--- config.mk ---
export PLATFORM = sky130hd
export DESIGN_NAME = prog_loader
export DESIGN_NICKNAME = d
export VERILOG_FILES = /design/src/rtl/td4_pkg.sv /design/src/rtl/prog_mem.sv /design/src/rtl/prog_loader.sv
export SDC_FILE = /design/constraint.sdc
export NUM_CORES = 1
export LEC_CHECK = 0
export ABC_AREA = 1
export CAP_MARGIN = 10
export CORE_ASPECT_RATIO = 1.1
export CORE_MARGIN = 2
export CORE_UTILIZATION = 45
export CTS_BUF_LIST = sky130_fd_sc_hd__clkbuf_4
export CTS_CLUSTER_DIAMETER = 40
export DETAILED_ROUTE_END_ITERATION = 16
export SYNTH_ARGS = -nofsm -noshare
export SYNTH_HDL_FRONTEND = slang
export SYNTH_SLANG_ARGS = --single-unit
--- constraint.sdc ---
create_clock -name clock -period 4 [get_ports clock]
set_clock_uncertainty 0.2 [all_clocks]
set_input_delay 0.8 -clock clock [delete_from_list [all_inputs] [get_ports clock]]
set_output_delay 0.8 -clock clock [all_outputs]
set_load 0.02 [all_outputs]
--- src/rtl/td4_pkg.sv ---
// Shared TD4 constants and the program-loader state encoding.
package td4_pkg;

   localparam int ADDR_W = 4;
   localparam int DATA_W = 8;

   typedef enum logic [2:0] {
      IDLE    = 3'd0,
      LOAD    = 3'd1,
      CHECK   = 3'd2,
      ERROR   = 3'd3,
      RELEASE = 3'd4
   } loader_state_t;

endpackage

--- src/rtl/prog_mem.sv ---
// Program register file: asynchronous clear, one synchronous write port,
// one combinational read port.
module prog_mem #(
   parameter int DEPTH  = 16,
   parameter int ADDR_W = 4,
   parameter int DATA_W = 8
) (
   input  logic              clk_i,
   input  logic              rst_n_i,
   input  logic              we_i,
   input  logic [ADDR_W-1:0] waddr_i,
   input  logic [DATA_W-1:0] wdata_i,
   input  logic [ADDR_W-1:0] raddr_i,
   output logic [DATA_W-1:0] rdata_o
);

   logic [DATA_W-1:0] mem_q [DEPTH];

   // Storage array; reset wipes every word so a half-loaded program never survives.
   always_ff @(posedge clk_i or negedge rst_n_i) begin
      if (!rst_n_i) begin
         for (int i = 0; i < DEPTH; i++) begin
            mem_q[i] <= '0;
         end
      end else if (we_i) begin
         mem_q[waddr_i] <= wdata_i;
      end
   end

   assign rdata_o = mem_q[raddr_i];

endmodule

--- src/rtl/prog_loader.sv ---
// Writable TD4 program memory with a valid/ready byte loader that holds the CPU in reset.
// Optional checksum byte and ERROR state are enabled by defining PROG_LOADER_CHECKSUM_EN.
module prog_loader #(
   parameter int DEPTH          = 16,
   parameter int ADDR_W         = td4_pkg::ADDR_W,
   parameter int DATA_W         = td4_pkg::DATA_W,
   parameter int RELEASE_CYCLES = 2
) (
   input  logic              clock,
   input  logic              reset,
   input  logic [ADDR_W-1:0] address,
   output logic [DATA_W-1:0] data,
   input  logic              load_start,
   input  logic              load_valid,
   input  logic [DATA_W-1:0] load_data,
   output logic              load_ready,
   output logic              cpu_hold,
   output logic              load_done,
   output logic              load_error
);

   import td4_pkg::*;

   localparam logic [ADDR_W-1:0] LAST_PTR = ADDR_W'(DEPTH - 1);
   localparam logic [3:0]        REL_LAST = 4'(RELEASE_CYCLES - 1);

   loader_state_t     state_q, state_d;
   logic [ADDR_W-1:0] ptr_q, ptr_d;
   logic [3:0]        cnt_q, cnt_d;
   logic              done_q, done_d;
   logic              mem_we_s;
   logic              xfer_s;
`ifdef PROG_LOADER_CHECKSUM_EN
   logic [DATA_W-1:0] sum_q, sum_d;
   logic [DATA_W-1:0] sum_total_s;
`endif

   assign load_ready = (state_q == LOAD) || (state_q == CHECK);
   assign cpu_hold   = (state_q != IDLE);
   assign load_done  = done_q;
   assign xfer_s     = load_valid && load_ready;
`ifdef PROG_LOADER_CHECKSUM_EN
   assign load_error  = (state_q == ERROR);
   assign sum_total_s = sum_q + load_data;
`else
   assign load_error = 1'b0;
`endif

   prog_mem #(
      .DEPTH  (DEPTH),
      .ADDR_W (ADDR_W),
      .DATA_W (DATA_W)
   ) u_mem (
      .clk_i   (clock),
      .rst_n_i (reset),
      .we_i    (mem_we_s),
      .waddr_i (ptr_q),
      .wdata_i (load_data),
      .raddr_i (address),
      .rdata_o (data)
   );

   // Loader state, pointer, release counter, done pulse and running sum.
   always_ff @(posedge clock or negedge reset) begin
      if (!reset) begin
         state_q <= IDLE;
         ptr_q   <= '0;
         cnt_q   <= 4'd0;
         done_q  <= 1'b0;
`ifdef PROG_LOADER_CHECKSUM_EN
         sum_q   <= '0;
`endif
      end else begin
         state_q <= state_d;
         ptr_q   <= ptr_d;
         cnt_q   <= cnt_d;
         done_q  <= done_d;
`ifdef PROG_LOADER_CHECKSUM_EN
         sum_q   <= sum_d;
`endif
      end
   end

   // Next-state logic; the pointer parks on the last word instead of wrapping.
   always_comb begin
      state_d  = state_q;
      ptr_d    = ptr_q;
      cnt_d    = cnt_q;
      done_d   = 1'b0;
      mem_we_s = 1'b0;
`ifdef PROG_LOADER_CHECKSUM_EN
      sum_d    = sum_q;
`endif
      case (state_q)
         IDLE: begin
            if (load_start) begin
               state_d = LOAD;
               ptr_d   = '0;
`ifdef PROG_LOADER_CHECKSUM_EN
               sum_d   = '0;
`endif
            end else begin
               state_d = IDLE;
            end
         end
         LOAD: begin
            if (xfer_s) begin
               mem_we_s = 1'b1;
`ifdef PROG_LOADER_CHECKSUM_EN
               sum_d    = sum_total_s;
`endif
               if (ptr_q == LAST_PTR) begin
`ifdef PROG_LOADER_CHECKSUM_EN
                  state_d = CHECK;
`else
                  state_d = RELEASE;
`endif
                  cnt_d = 4'd0;
               end else begin
                  ptr_d = ptr_q + 1'b1;
               end
            end else begin
               state_d = LOAD;
            end
         end
`ifdef PROG_LOADER_CHECKSUM_EN
         CHECK: begin
            if (xfer_s) begin
               sum_d = sum_total_s;
               cnt_d = 4'd0;
               if (sum_total_s == '0) begin
                  state_d = RELEASE;
               end else begin
                  state_d = ERROR;
               end
            end else begin
               state_d = CHECK;
            end
         end
         ERROR: begin
            if (load_start) begin
               state_d = LOAD;
               ptr_d   = '0;
               sum_d   = '0;
            end else begin
               state_d = ERROR;
            end
         end
`else
         CHECK: begin
            state_d = IDLE;
         end
         ERROR: begin
            state_d = IDLE;
         end
`endif
         RELEASE: begin
            if (cnt_q == REL_LAST) begin
               state_d = IDLE;
               done_d  = 1'b1;
            end else begin
               cnt_d = cnt_q + 4'd1;
            end
         end
         default: begin
            state_d = IDLE;
         end
      endcase
   end

endmodule
==> results of run 1 <==
## synthesized netlist by cell type
library cell,n,area (sq um)
nand2_1,285,1070
inv_1,148,556
dfrtp_1,139,3480
o21ai_0,126,631
nand3_1,120,601
clkbuf_1,24,90.1
nor2_4,11,124
buf_4,10,75.1
buf_6,8,90.1
o21ai_1,7,35.0
ha_1,6,75.1
nor2_1,6,22.5
buf_1,5,18.8
nand2_4,3,33.8
buf_2,2,10.0
nand2_2,2,12.5
o22ai_1,2,12.5
a21oi_1,1,5.00
clkbuf_2,1,5.00
conb_1,1,3.75
inv_2,1,3.75
nand3b_1,1,7.51
nor2_8,1,20.0
o211ai_1,1,7.51
or2_4,1,8.76
xnor2_1,1,8.76
xor2_1,1,8.76
## layer usage
layer  share of wire, %  track usage (%)  wire (um)  up-vias
met5                  0                0          0        -
met4                2.1             8.46        378        0
met3                4.7             4.31        860       25
met2                 47             37.9       8580      146
met1                 47             33.7       8580     2728
li1                   -                -          -     2838
## registers in the layout, summed over array words and instances (netlist names)
register     flops
cnt_q            4
u_mem.mem_q    128
ptr_q            4
load_done        1
state_q          2
## stage by stage
step / util [%] / worst slack (ns) / total power, mW / instance area (sq um) / hold slack (ns)
global route: 50.3 / 0.205 / 4.52 / 7630 / 0.319
finish: 50.3 / 0.347 / 4.18 / 7630 / 0.296
floorplan: - / 1.27 / 2.96 / 7010 / 0.253
global placement: 48.4 / 0.360 / 3.28 / 7350 / 0.267
detailed placement: 48.4 / 0.353 / 3.32 / 7350 / 0.273
CTS: 50.2 / 0.348 / 4.21 / 7620 / 0.299
## worst paths after layout
check,start,to,slack (ns),cells after the start
setup / recovery,address[2],data[2],0.35,6
hold / removal,u_mem.mem_q[117]$_DFFE_PN0P_,u_mem.mem_q[117]$_DFFE_PN0P_,0.30,2
setup reg to reg,state_q[2]$_DFFE_PN0P_,u_mem.mem_q[105]$_DFFE_PN0P_,2.00,5
hold reg to reg,u_mem.mem_q[117]$_DFFE_PN0P_,u_mem.mem_q[117]$_DFFE_PN0P_,0.30,2
max in group asynchronous,reset,u_mem.mem_q[50]$_DFFE_PN0P_,2.24,3
min in group asynchronous,reset,u_mem.mem_q[15]$_DFFE_PN0P_,0.51,2
## tightest hold or removal path, cell delays in order, from the launching register on
cell     delay (ns)
dfrtp_1        0.36
nand2_1        0.05
o21ai_0        0.06
## area by class of cell
type	instances	area, sq um	area share (%)
diodes	1	2.50	0.0328
clock buffers	18	135	1.77
clock inverters	14	130	1.71
inverters	149	559	7.33
multi-input cells	576	2690	35.2
flip-flops and latches	139	3480	45.6
well taps	196	245	3.22
repair buffers	35	389	5.10
## where the power goes
group / leakage [nW] / internal (mW) / switching, mW
clock network: 0.135 / 0.366 / 0.529
registers: 1.50 / 1.87 / 0.190
logic: 2.08 / 0.439 / 0.787
total: 3.71 / 2.68 / 1.51
## kinds of logic (layout without fill, tap and decap cells)
| group | Yosys count | in the layout | synth area share [%] |
|---|---|---|---|
| AO/OA/AOI/OAI | 137 | 137 | 9.85 |
| XOR/XNOR | 2 | 2 | 0.250 |
| adder cells (fa/ha/maj) | 6 | 6 | 1.07 |
| buffers and inverters | 199 | 216 | 12.1 |
| flip-flops | 139 | 139 | 49.6 |
| other | 1 | 2 | 0.0535 |
| AND/OR/NAND/NOR | 430 | 430 | 27.1 |
==> flow_summary.ini, run 1 <==
[timing]
hold_violations = 0
slew_headroom_pct = 49.5
fmax_mhz = 274
finalCritPeriodShare_pct = 91.3
maxSlewViolCount = 0
fin_crit_ns = 3.65
rsz0062_at_grt = false
finalSetupTns_ns = 0
setup_violations = 0
tightest_slew_ns = 0.755

[routing]
drcViolationCount = 0
ant_nets = 0
vias = 5737
post_drt_wl_per_cell_um = 16.3
drt_iter0_drc = 480
viasPerCell = 5.09
drt-pass1-iter-count = 4
drt_wl_total_um = 18400

[clocking]
cts.htree.levels = 4
post_cts_buffers = 0
numCtsBuffers = 17
cts_tree = yes
numClockSinks = 139
holdBufCountCts = 1
cts_resized = 0
clk_path_buf_depth = 2
clk_pin_slew_ns = 0.11
clock_latency_ns = 0.55
cts_root_buf = clkbuf_4

[die]
io_pins = 28
fp.dieW_um = 123
start_util_pct = 46.2
die_y_um = 135
row_count = 47
floorplan.die_area_sq_um = 16600
core_sq_um = 15200

[worst_setup_path]
cp-start-kind = input port
critPathTopFamily = buffers and inverters
crit_buf_inv = 3
cp_max_fo = 16
crit_slowest_cell = clkdlybuf4s50_1
critPathCaptureType = output pin
required_ns = 3.00
worstPathCellList = clkdlybuf4s50_1 > inv_1 > nand3_1 > nand3_1 > nand2_1 > clkdlybuf4s50_1
worstPathArrival_ns = 2.65
critPathMaxStageDelay_ns = 0.54
setup.worst_path.class = input port to output pin

[pwr]
power_density_nw_per_um2 = 548
p_leak_nw = 3.71
worst_ir_drop_vdd_uv = 232

[synthesis]
syn_area_sq_um = 7010
synth-seq-cells = 139
synthCells = 914
synth_nets = 936
ys_seq_area_share_pct = 49.6
ys_types = 27
ys_warn_count = 0
syn_area_per_cell_sq_um = 7.67

[placement]
dp.cells = 1094
detailed_place_hpwl_um = 11800
place.gp.congestion = 0.797
port_buffers = 26

[finish]
drive_gt1_share_pct = 6.34
area_growth_pct = 8.74
fillers = 1567
final_cells = 1128
final_common_cell = nand2_1
final_cell_mix = 285 x nand2_1, 148 x inv_1, 139 x dfrtp_1, 126 x o21ai_0, 120 x nand3_1
finalNetCount = 940

[job]
maxCapViolCount = 0

[grt]
track_usage_pct = 24.2
grt.overflow.total = 0
antenna_found_initial = 1
grt_max_degree = 65
grt_pass1_vias = 5516
grt_pass1_wl_um = 30000

[hold_path]
min_path_type = flop to flop

[run_status]
status = finished, final reports clean
No activity file was read; power rests on OpenSTA's default activity.
==> run 2, diff against run 1 <==
--- a/config.mk
+++ b/config.mk
@@ -13,6 +13,7 @@
 export CTS_BUF_LIST = sky130_fd_sc_hd__clkbuf_4
 export CTS_CLUSTER_DIAMETER = 40
 export DETAILED_ROUTE_END_ITERATION = 16
+export GPL_ROUTABILITY_DRIVEN = 0
 export SYNTH_ARGS = -nofsm -noshare
 export SYNTH_HDL_FRONTEND = slang
 export SYNTH_SLANG_ARGS = --single-unit
==> results of run 2 <==
No change in the layout: final DEF, timing and power equal those of run 1.
